==> src/rtl/area3_load_cm_pkg.sv <==
// Shared definitions for the area-3 download path: FSM state encoding,
// channel select codes, default sizing and address widths.
package area3_load_cm_pkg;

    localparam int unsigned BLK_LEN_DEF = 128;
    localparam int unsigned RD_LAT_DEF  = 2;
    localparam int unsigned CUDB_AW     = 13;
    localparam int unsigned CH_AW       = 13;
    localparam int unsigned CH_NUM      = 6;
    localparam int unsigned DW          = 8;

    typedef enum logic [3:0] {
        ST_IDLE  = 4'b0001,
        ST_READ  = 4'b0010,
        ST_DRAIN = 4'b0100,
        ST_DONE  = 4'b1000
    } state_t;

    typedef enum logic [2:0] {
        CH1 = 3'd0,
        CH2 = 3'd1,
        CH3 = 3'd2,
        CH4 = 3'd3,
        CH5 = 3'd4,
        CH6 = 3'd5
    } ch_sel_t;

    // One-hot channel strobe for a select code; codes 6/7 map to no channel.
    function automatic logic [CH_NUM-1:0] ch_onehot(input logic [2:0] sel);
        logic [CH_NUM-1:0] oh;
        oh = '0;
        case (sel)
            CH1:     oh = 6'b000001;
            CH2:     oh = 6'b000010;
            CH3:     oh = 6'b000100;
            CH4:     oh = 6'b001000;
            CH5:     oh = 6'b010000;
            CH6:     oh = 6'b100000;
            default: oh = '0;
        endcase
        return oh;
    endfunction

endpackage

==> src/rtl/area3_load_cm_if.sv <==
// Console-side control, CUDB read bus and channel write bus of the
// area-3 download block. master = controller/memories, slave = block.
interface area3_load_cm_if;
    import area3_load_cm_pkg::*;

    logic                i_start;
    logic [9:0]          im_base_addr;
    logic                o_busy;
    logic                o_done;
    logic                o_err;
    logic [CUDB_AW-1:0]  om_cudb_addr;
    logic [DW-1:0]       im_cudb_rdata;
    logic [CH_NUM-1:0]   om_ch_wren;
    logic [CH_AW-1:0]    om_ch_addr;
    logic [DW-1:0]       om_ch_wdata;

    modport master (
        output i_start, im_base_addr, im_cudb_rdata,
        input  o_busy, o_done, o_err, om_cudb_addr,
               om_ch_wren, om_ch_addr, om_ch_wdata
    );

    modport slave (
        input  i_start, im_base_addr, im_cudb_rdata,
        output o_busy, o_done, o_err, om_cudb_addr,
               om_ch_wren, om_ch_addr, om_ch_wdata
    );

endinterface

==> src/rtl/area3_load_cm_rd_pipe.sv <==
// Delay line carrying {valid, address} alongside CUDB read latency so the
// byte address lines up with the returned read data.
module area3_load_cm_rd_pipe #(
    parameter int unsigned DEPTH = 2,
    parameter int unsigned W     = 13
) (
    input  logic         clk,
    input  logic         rst_n,
    input  logic         in_vld,
    input  logic [W-1:0] in_data,
    output logic         out_vld,
    output logic [W-1:0] out_data
);

    logic [DEPTH-1:0] vld_sr;
    logic [W-1:0]     dat_sr [DEPTH];

    // Shift valid and address one stage per clock; cleared on reset.
    always_ff @(posedge clk or negedge rst_n) begin
        if (!rst_n) begin
            vld_sr <= '0;
            for (int unsigned i = 0; i < DEPTH; i++) begin
                dat_sr[i] <= '0;
            end
        end else begin
            vld_sr[0] <= in_vld;
            dat_sr[0] <= in_data;
            for (int unsigned i = 1; i < DEPTH; i++) begin
                vld_sr[i] <= vld_sr[i-1];
                dat_sr[i] <= dat_sr[i-1];
            end
        end
    end

    assign out_vld  = vld_sr[DEPTH-1];
    assign out_data = dat_sr[DEPTH-1];

endmodule

==> src/rtl/area3_load_cm.sv <==
// Area-3 download: copies a block from the CUDB buffer RAM into the six
// channel TX RAMs, channel chosen per byte from address bits [12:10].
module area3_load_cm
    import area3_load_cm_pkg::*;
#(
    parameter int unsigned BLK_LEN = BLK_LEN_DEF,
    parameter int unsigned RD_LAT  = RD_LAT_DEF
) (
    input  logic             clk,
    input  logic             rst_n,
    area3_load_cm_if.slave   bus
);

    localparam int unsigned CNT_W = $clog2(BLK_LEN + RD_LAT + 1);

    state_t               state_q, state_d;
    logic                 start_blk, issue;
    logic [CNT_W-1:0]     cnt_q;
    logic [CUDB_AW-1:0]   addr_q;
    logic                 rd_vld_q;
    logic                 p_vld;
    logic [CUDB_AW-1:0]   p_addr;
    logic [CH_NUM-1:0]    sel_oh;
    logic                 err_q;
    logic [CH_NUM-1:0]    wren_q;
    logic [CH_AW-1:0]     ch_addr_q;
    logic [DW-1:0]        wdata_q;
    logic                 base_unused;

    assign base_unused = bus.im_base_addr[9];

    // State register.
    always_ff @(posedge clk or negedge rst_n) begin
        if (!rst_n) state_q <= ST_IDLE;
        else        state_q <= state_d;
    end

    // Next-state and per-cycle read control.
    always_comb begin
        state_d   = state_q;
        start_blk = 1'b0;
        issue     = 1'b0;
        case (state_q)
            ST_IDLE: begin
                if (bus.i_start) begin
                    start_blk = 1'b1;
                    state_d   = ST_READ;
                end
            end
            ST_READ: begin
                if (cnt_q == CNT_W'(BLK_LEN)) state_d = ST_DRAIN;
                else                          issue   = 1'b1;
            end
            ST_DRAIN: begin
                if (cnt_q == CNT_W'(RD_LAT)) state_d = ST_DONE;
            end
            ST_DONE:  state_d = ST_IDLE;
            default:  state_d = ST_IDLE;
        endcase
    end

    // Read address/count; cnt counts issued addresses in READ, then is
    // reused as the drain timer so DONE follows the final write.
    always_ff @(posedge clk or negedge rst_n) begin
        if (!rst_n) begin
            addr_q   <= '0;
            cnt_q    <= '0;
            rd_vld_q <= 1'b0;
        end else begin
            rd_vld_q <= start_blk | issue;
            if (start_blk) begin
                addr_q <= {bus.im_base_addr[8:0], 4'd0};
                cnt_q  <= CNT_W'(1);
            end else if (issue) begin
                addr_q <= addr_q + CUDB_AW'(1);
                cnt_q  <= cnt_q + CNT_W'(1);
            end else if (state_q == ST_READ) begin
                cnt_q  <= '0;
            end else if (state_q == ST_DRAIN) begin
                cnt_q  <= cnt_q + CNT_W'(1);
            end
        end
    end

    area3_load_cm_rd_pipe #(
        .DEPTH (RD_LAT),
        .W     (CUDB_AW)
    ) u_rd_pipe (
        .clk      (clk),
        .rst_n    (rst_n),
        .in_vld   (rd_vld_q),
        .in_data  (addr_q),
        .out_vld  (p_vld),
        .out_data (p_addr)
    );

    assign sel_oh = ch_onehot(p_addr[12:10]);

    // Registered channel write; bus is zero whenever no write happens.
    always_ff @(posedge clk or negedge rst_n) begin
        if (!rst_n) begin
            wren_q    <= '0;
            ch_addr_q <= '0;
            wdata_q   <= '0;
        end else if (p_vld && (sel_oh != '0)) begin
            wren_q    <= sel_oh;
            ch_addr_q <= {3'b000, p_addr[9:0]};
            wdata_q   <= bus.im_cudb_rdata;
        end else begin
            wren_q    <= '0;
            ch_addr_q <= '0;
            wdata_q   <= '0;
        end
    end

    // Sticky invalid-channel flag, reported with done and cleared there.
    always_ff @(posedge clk or negedge rst_n) begin
        if (!rst_n)                         err_q <= 1'b0;
        else if (state_q == ST_DONE)        err_q <= 1'b0;
        else if (p_vld && (sel_oh == '0))   err_q <= 1'b1;
    end

    assign bus.o_busy       = (state_q != ST_IDLE);
    assign bus.o_done       = (state_q == ST_DONE);
    assign bus.o_err        = (state_q == ST_DONE) & err_q;
    assign bus.om_cudb_addr = addr_q;
    assign bus.om_ch_wren   = wren_q;
    assign bus.om_ch_addr   = ch_addr_q;
    assign bus.om_ch_wdata  = wdata_q;

endmodule

==> src/flat_wrapper.sv <==
// flat-port wrapper written by rule: the top's interface ports become plain ports
module area3_load_cm_flat import area3_load_cm_pkg::*;
#(
    parameter int unsigned BLK_LEN = BLK_LEN_DEF,
    parameter int unsigned RD_LAT  = RD_LAT_DEF
)
  (clk, rst_n, bus_i_start, bus_im_base_addr, bus_im_cudb_rdata, bus_o_busy, bus_o_done, bus_o_err, bus_om_cudb_addr, bus_om_ch_wren, bus_om_ch_addr, bus_om_ch_wdata);
  area3_load_cm_if bus_i ();
  input  logic clk;
  input  logic rst_n;
  input wire logic [$bits(bus_i.i_start)-1:0] bus_i_start;
  input wire logic [$bits(bus_i.im_base_addr)-1:0] bus_im_base_addr;
  input wire logic [$bits(bus_i.im_cudb_rdata)-1:0] bus_im_cudb_rdata;
  output wire logic [$bits(bus_i.o_busy)-1:0] bus_o_busy;
  output wire logic [$bits(bus_i.o_done)-1:0] bus_o_done;
  output wire logic [$bits(bus_i.o_err)-1:0] bus_o_err;
  output wire logic [$bits(bus_i.om_cudb_addr)-1:0] bus_om_cudb_addr;
  output wire logic [$bits(bus_i.om_ch_wren)-1:0] bus_om_ch_wren;
  output wire logic [$bits(bus_i.om_ch_addr)-1:0] bus_om_ch_addr;
  output wire logic [$bits(bus_i.om_ch_wdata)-1:0] bus_om_ch_wdata;
  assign bus_i.i_start = bus_i_start;
  assign bus_i.im_base_addr = bus_im_base_addr;
  assign bus_i.im_cudb_rdata = bus_im_cudb_rdata;
  assign bus_o_busy = bus_i.o_busy;
  assign bus_o_done = bus_i.o_done;
  assign bus_o_err = bus_i.o_err;
  assign bus_om_cudb_addr = bus_i.om_cudb_addr;
  assign bus_om_ch_wren = bus_i.om_ch_wren;
  assign bus_om_ch_addr = bus_i.om_ch_addr;
  assign bus_om_ch_wdata = bus_i.om_ch_wdata;
  area3_load_cm #(.BLK_LEN(BLK_LEN), .RD_LAT(RD_LAT)) u_core (.clk(clk), .rst_n(rst_n), .bus(bus_i));
endmodule
==> config.mk <==
export PLATFORM = sky130hd
export DESIGN_NAME = area3_load_cm_flat
export DESIGN_NICKNAME = d
export VERILOG_FILES = /design/src/rtl/area3_load_cm_pkg.sv /design/src/rtl/area3_load_cm_if.sv /design/src/rtl/area3_load_cm_rd_pipe.sv /design/src/rtl/area3_load_cm.sv /design/src/flat_wrapper.sv
export SDC_FILE = /design/constraint.sdc
export NUM_CORES = 1
export LEC_CHECK = 0
export ABC_AREA = 1
export ABC_CLOCK_PERIOD_IN_PS = 1900
export CORE_ASPECT_RATIO = 0.75
export CORE_MARGIN = 4
export CORE_UTILIZATION = 51
export DETAILED_ROUTE_END_ITERATION = 16
export GPL_ROUTABILITY_DRIVEN = 0
export GPL_TIMING_DRIVEN = 1
export PLACE_DENSITY = 0.78
export SLEW_MARGIN = 40
export SYNTH_ARGS = -nofsm -noshare
export SYNTH_HDL_FRONTEND = slang
export SYNTH_SLANG_ARGS = --single-unit
export TNS_END_PERCENT = 100
==> constraint.sdc <==
create_clock -name clk -period 1.9 [get_ports clk]
set_clock_uncertainty 0.2 [all_clocks]
set_input_delay 0.19 -clock clk [delete_from_list [all_inputs] [get_ports clk]]
set_output_delay 0.19 -clock clk [all_outputs]
set_load 0.05 [all_outputs]
==> results.rst <==
.. list-table::
   :header-rows: 1

   * - Metric
     - Value
   * - Outcome
     - completed
   * - Proportion of power drawn by combinational gates
     - 0.048
   * - Longest Clk Path Bufs
     - 2
   * - Leakage power figure
     - between 2 and 2.5 nW
   * - Net Sw Power
     - 723 uW
   * - Aggregate global routing overflow
     - 0
   * - Estimated wirelength of the detail-placed design
     - 4870 um
   * - Final period utilization
     - 0.977
   * - Cell area after technology mapping
     - 3210 um2
   * - Critical path data required time
     - 1.51 ns
   * - Net count, final
     - 451
   * - CP max stage cell
     - sky130_fd_sc_hd__clkdlybuf4s50_1
   * - Via-per-instance ratio
     - 4.84
   * - All-Layer GR Usage
     - 0.185
   * - Hold Worst Slack
     - 0.0763 ns
   * - Switching power as a share of total power
     - 0.234
   * - Post-Place Cell Area
     - 3970 um2
   * - Startpoint type of the worst setup path
     - flop
   * - Overall die width
     - 99.7 um
   * - Area growth from synthesis to layout
     - 32.6%
   * - Number of placement rows
     - 24
   * - Peak clock frequency supported by timing
     - 0.539 GHz
   * - Worst setup slack after layout
     - about 0.044 ns
   * - Remaining antenna violation count
     - 0
   * - Mean post-synth cell area
     - 9.32 um2
   * - Post-route standard cell area excluding fillers
     - 4260 um2
   * - Clock latency at the later pin of the worst-skew pair
     - roughly 0.34 ns
   * - Setup repair after global routing missed its margin
     - no
   * - #FFs+latches synth
     - just under 80
   * - Number of instances in the synthesized netlist
     - 345
   * - Initial core utilization
     - 0.541
   * - Combined buffer and inverter count along the critical path
     - 1
   * - Count of clock tree sinks
     - between 70 and 80
   * - Maximum number of pins on one net before global-route repair
     - 27
   * - Maximum cell stage delay along the critical path
     - 0.80 ns
   * - Transition time at the pin with the least slew margin
     - 0.535 ns
   * - Part of the total power dissipated in the clock network
     - 0.405
   * - Worst max-slew margin expressed relative to the limit
     - 0.642
   * - Final cell utilization of the core
     - 0.717
   * - Die span in y
     - 76.8 um
   * - Number of warnings reported in the yosys synthesis log
     - 0
   * - Yosys cell types
     - 29
   * - DR DRC count
     - 0
   * - Arrival time at the worst endpoint
     - between 1 and 1.5 ns
   * - Area inside the core boundary
     - roughly 5900 um2
   * - PwrDens
     - 726 nW/um2
   * - Pins Over Slew Limit
     - 0
   * - Sequential fraction of the synthesis area
     - 0.615
   * - Iteration-0 DRC Markers
     - 137
   * - Reg power frac
     - 0.546
   * - Path type of the worst setup path
     - reg2out
   * - Initial antenna violation count
     - 0
   * - Post-detailed-routing wire length
     - 6600 um
   * - Cell Chain, Critical Path
     - clkdlybuf4s50_1
   * - First-pass GRT wire length
     - 11,200 um
   * - Min Tclk post-route
     - 1.86 ns
   * - Overall via count from detail_route
     - 2,465
   * - Kind of cell with the highest combined delay on the critical path
     - buffers and inverters
   * - Final std cells w/o fill
     - 509
   * - Total iterations of the first detailed-routing run
     - 5
   * - Antenna cell count
     - 0
   * - Fraction of layout instances using a drive strength above 1
     - 0.158
   * - Max Fanout on Critical Path
     - 1
   * - Number of buffers added on ports
     - 59
   * - Count of final setup violators
     - 0
   * - Setup_tns
     - 0 ns
   * - Clock Pin Slew Worst Setup and Hold Paths
     - 0.08 ns
   * - Number of CTS-inserted buffers
     - 9
   * - Routed len/inst
     - 13.0 um
   * - Number of max-cap violations
     - 0
   * - Largest voltage drop on the vdd net
     - 0.000574 V
   * - DP Cell Count
     - 489
   * - Via count of the first global-routing pass
     - 2,336
   * - Classification of the worst-slack hold path
     - in2async
   * - Dpl ws
     - 0.105 ns
   * - Clock root cell
     - sky130_fd_sc_hd__clkbuf_8
   * - TritonCTS clock tree
     - yes
   * - Overall power
     - between 3 and 4 mW
   * - Type of destination of the critical path
     - output port
   * - Num ports
     - 64
   * - Design internal power
     - roughly 2.4 mW
   * - H-tree levels
     - 3
   * - Area enclosed by the die boundary
     - 7650 um2
   * - Final Hold Viols
     - 0
==> power groups by stage <==
| stage | clock (mW) | sequential, mW | combinational, mW |
|---|---|---|---|
| detailed placement | 0 | 1.72 | 0.150 |
| global route | 1.36 | 1.69 | 0.162 |
| finish | 1.25 | 1.69 | 0.149 |
| floorplan | 0 | 1.76 | 0.0244 |
| global placement | 0 | 1.72 | 0.148 |
| CTS | 1.29 | 1.69 | 0.152 |
==> cells in the mapped netlist <==
library cell,number,share of area
sky130_fd_sc_hd__a21oi_1,2,0.0031
sky130_fd_sc_hd__buf_2,3,0.0047
sky130_fd_sc_hd__buf_4,3,0.0070
sky130_fd_sc_hd__conb_1,1,0.0012
sky130_fd_sc_hd__dfrtp_1,78,0.61
sky130_fd_sc_hd__dfstp_2,1,0.0082
sky130_fd_sc_hd__ha_1,4,0.016
sky130_fd_sc_hd__inv_1,51,0.060
sky130_fd_sc_hd__inv_6,1,0.0027
sky130_fd_sc_hd__nand2_1,85,0.099
sky130_fd_sc_hd__nand2_2,1,0.0019
sky130_fd_sc_hd__nand2_4,1,0.0035
sky130_fd_sc_hd__nand3_1,28,0.044
sky130_fd_sc_hd__nand3_2,1,0.0031
sky130_fd_sc_hd__nand3b_1,3,0.0070
sky130_fd_sc_hd__nand4_1,10,0.019
sky130_fd_sc_hd__nor2_1,40,0.047
sky130_fd_sc_hd__nor2_2,4,0.0078
sky130_fd_sc_hd__nor2_4,1,0.0035
sky130_fd_sc_hd__nor3_1,3,0.0047
sky130_fd_sc_hd__o2111ai_1,1,0.0027
sky130_fd_sc_hd__o211ai_1,1,0.0023
sky130_fd_sc_hd__o21ai_0,12,0.019
sky130_fd_sc_hd__o21ai_2,1,0.0027
sky130_fd_sc_hd__o21ai_4,1,0.0051
sky130_fd_sc_hd__o22ai_1,1,0.0019
sky130_fd_sc_hd__or2_2,3,0.0058
sky130_fd_sc_hd__xnor2_1,2,0.0055
sky130_fd_sc_hd__xor2_1,2,0.0055
==> flip-flops by register name, summed over array words and instances (netlist names) <==
signal	count
u_core.bus.om_ch_wdata	8
u_core.u_rd_pipe.dat_sr	13
u_core.u_rd_pipe.out_data	13
u_core.bus.om_ch_addr	10
u_core.bus.om_ch_wren	6
u_core.rd_vld_q	1
u_core.cnt_q	8
u_core.bus.om_cudb_addr	13
u_core.u_rd_pipe.vld_sr	2
u_core.err_q	1
u_core.state_q	4
==> worst reg2reg max path, cell delays in order (launching register included) <==
cell and delay, ns:
sky130_fd_sc_hd__dfrtp_1 0.39, sky130_fd_sc_hd__inv_1 0.15, sky130_fd_sc_hd__ha_1 0.17, sky130_fd_sc_hd__nand3_1 0.15
sky130_fd_sc_hd__o21ai_4 0.23, sky130_fd_sc_hd__nand2_4 0.13, sky130_fd_sc_hd__inv_6 0.12, sky130_fd_sc_hd__nand2_1 0.07
sky130_fd_sc_hd__nand2_1 0.08
==> repair_timing <==
item | CTS | global route
pin swaps | 2 | 2
gates cloned | 0 | 0
setup endpoints to repair | 1 | 33
buffers inserted | 2 | 1
resized for setup | 2 | 20
hold buffers | 1 | 0
hold endpoints to repair | 78 | 0
==> kinds of logic after synthesis <==
group / synth area share
buffers and inverters: 0.0740
and+or+nand+nor: 0.246
xor gates and xnor gates: 0.0109
DFF: 0.615
other: 0.00117
AOI/OAI and AO/OA: 0.0366
adders and majority gates: 0.0156
==> final timing paths <==
kind,end,depth (start not counted),slack [ns],from
min in group clk,u_core.u_rd_pipe.out_data[8],0,0.15,u_core.u_rd_pipe.dat_sr[21]
max in group asynchronous,u_core.u_rd_pipe.out_data[6],3,0.87,rst_n
worst min register to register,u_core.u_rd_pipe.out_data[8],0,0.15,u_core.u_rd_pipe.dat_sr[21]
worst max-delay path,bus_om_ch_addr[6],1,0.04,u_core.bus.om_ch_addr[6]
worst min-delay path,u_core.bus.om_ch_wdata[7],2,0.08,rst_n
worst max register to register,u_core.bus.om_cudb_addr[10],8,0.16,u_core.cnt_q[0]
==> layout by cell type (no fill, tap or decap), types with 3 or more instances in the layout <==
cell type,synthesis,layout
sky130_fd_sc_hd__buf_12,0,3
sky130_fd_sc_hd__buf_4,3,28
sky130_fd_sc_hd__clkbuf_8,0,9
sky130_fd_sc_hd__clkdlybuf4s50_1,0,26
sky130_fd_sc_hd__conb_1,1,3
sky130_fd_sc_hd__dfrtp_1,78,78
sky130_fd_sc_hd__dlymetal6s2s_1,0,16
sky130_fd_sc_hd__ha_1,4,4
sky130_fd_sc_hd__inv_1,51,49
sky130_fd_sc_hd__inv_6,1,4
sky130_fd_sc_hd__nand2_1,85,85
sky130_fd_sc_hd__nand3_1,28,28
sky130_fd_sc_hd__nand3b_1,3,3
sky130_fd_sc_hd__nand4_1,10,10
sky130_fd_sc_hd__nor2_1,40,37
sky130_fd_sc_hd__nor2_2,4,5
sky130_fd_sc_hd__nor2_4,1,3
sky130_fd_sc_hd__o21ai_0,12,12
sky130_fd_sc_hd__or2_2,3,3
==> area by class of cell <==
cell class | instances | area, um2
inverters | 52 | 200
repair buffers | 74 | 741
multi-input cells | 210 | 1040
clock inverters | 7 | 78.8
fillers | 468 | 1680
flip-flops and latches | 79 | 1980
well taps | 78 | 97.6
clock buffers | 9 | 124
==> routing by layer <==
metal / up-vias / GRT usage / share of wire
li1: 1231 / - / -
met4: 0 / 0.0518 / 0.0035
met3: 2 / 0.0471 / 0.060
met1: 1168 / 0.243 / 0.44
met5: - / 0 / 0
met2: 64 / 0.302 / 0.50
No activity file was read; power rests on OpenSTA's default activity.
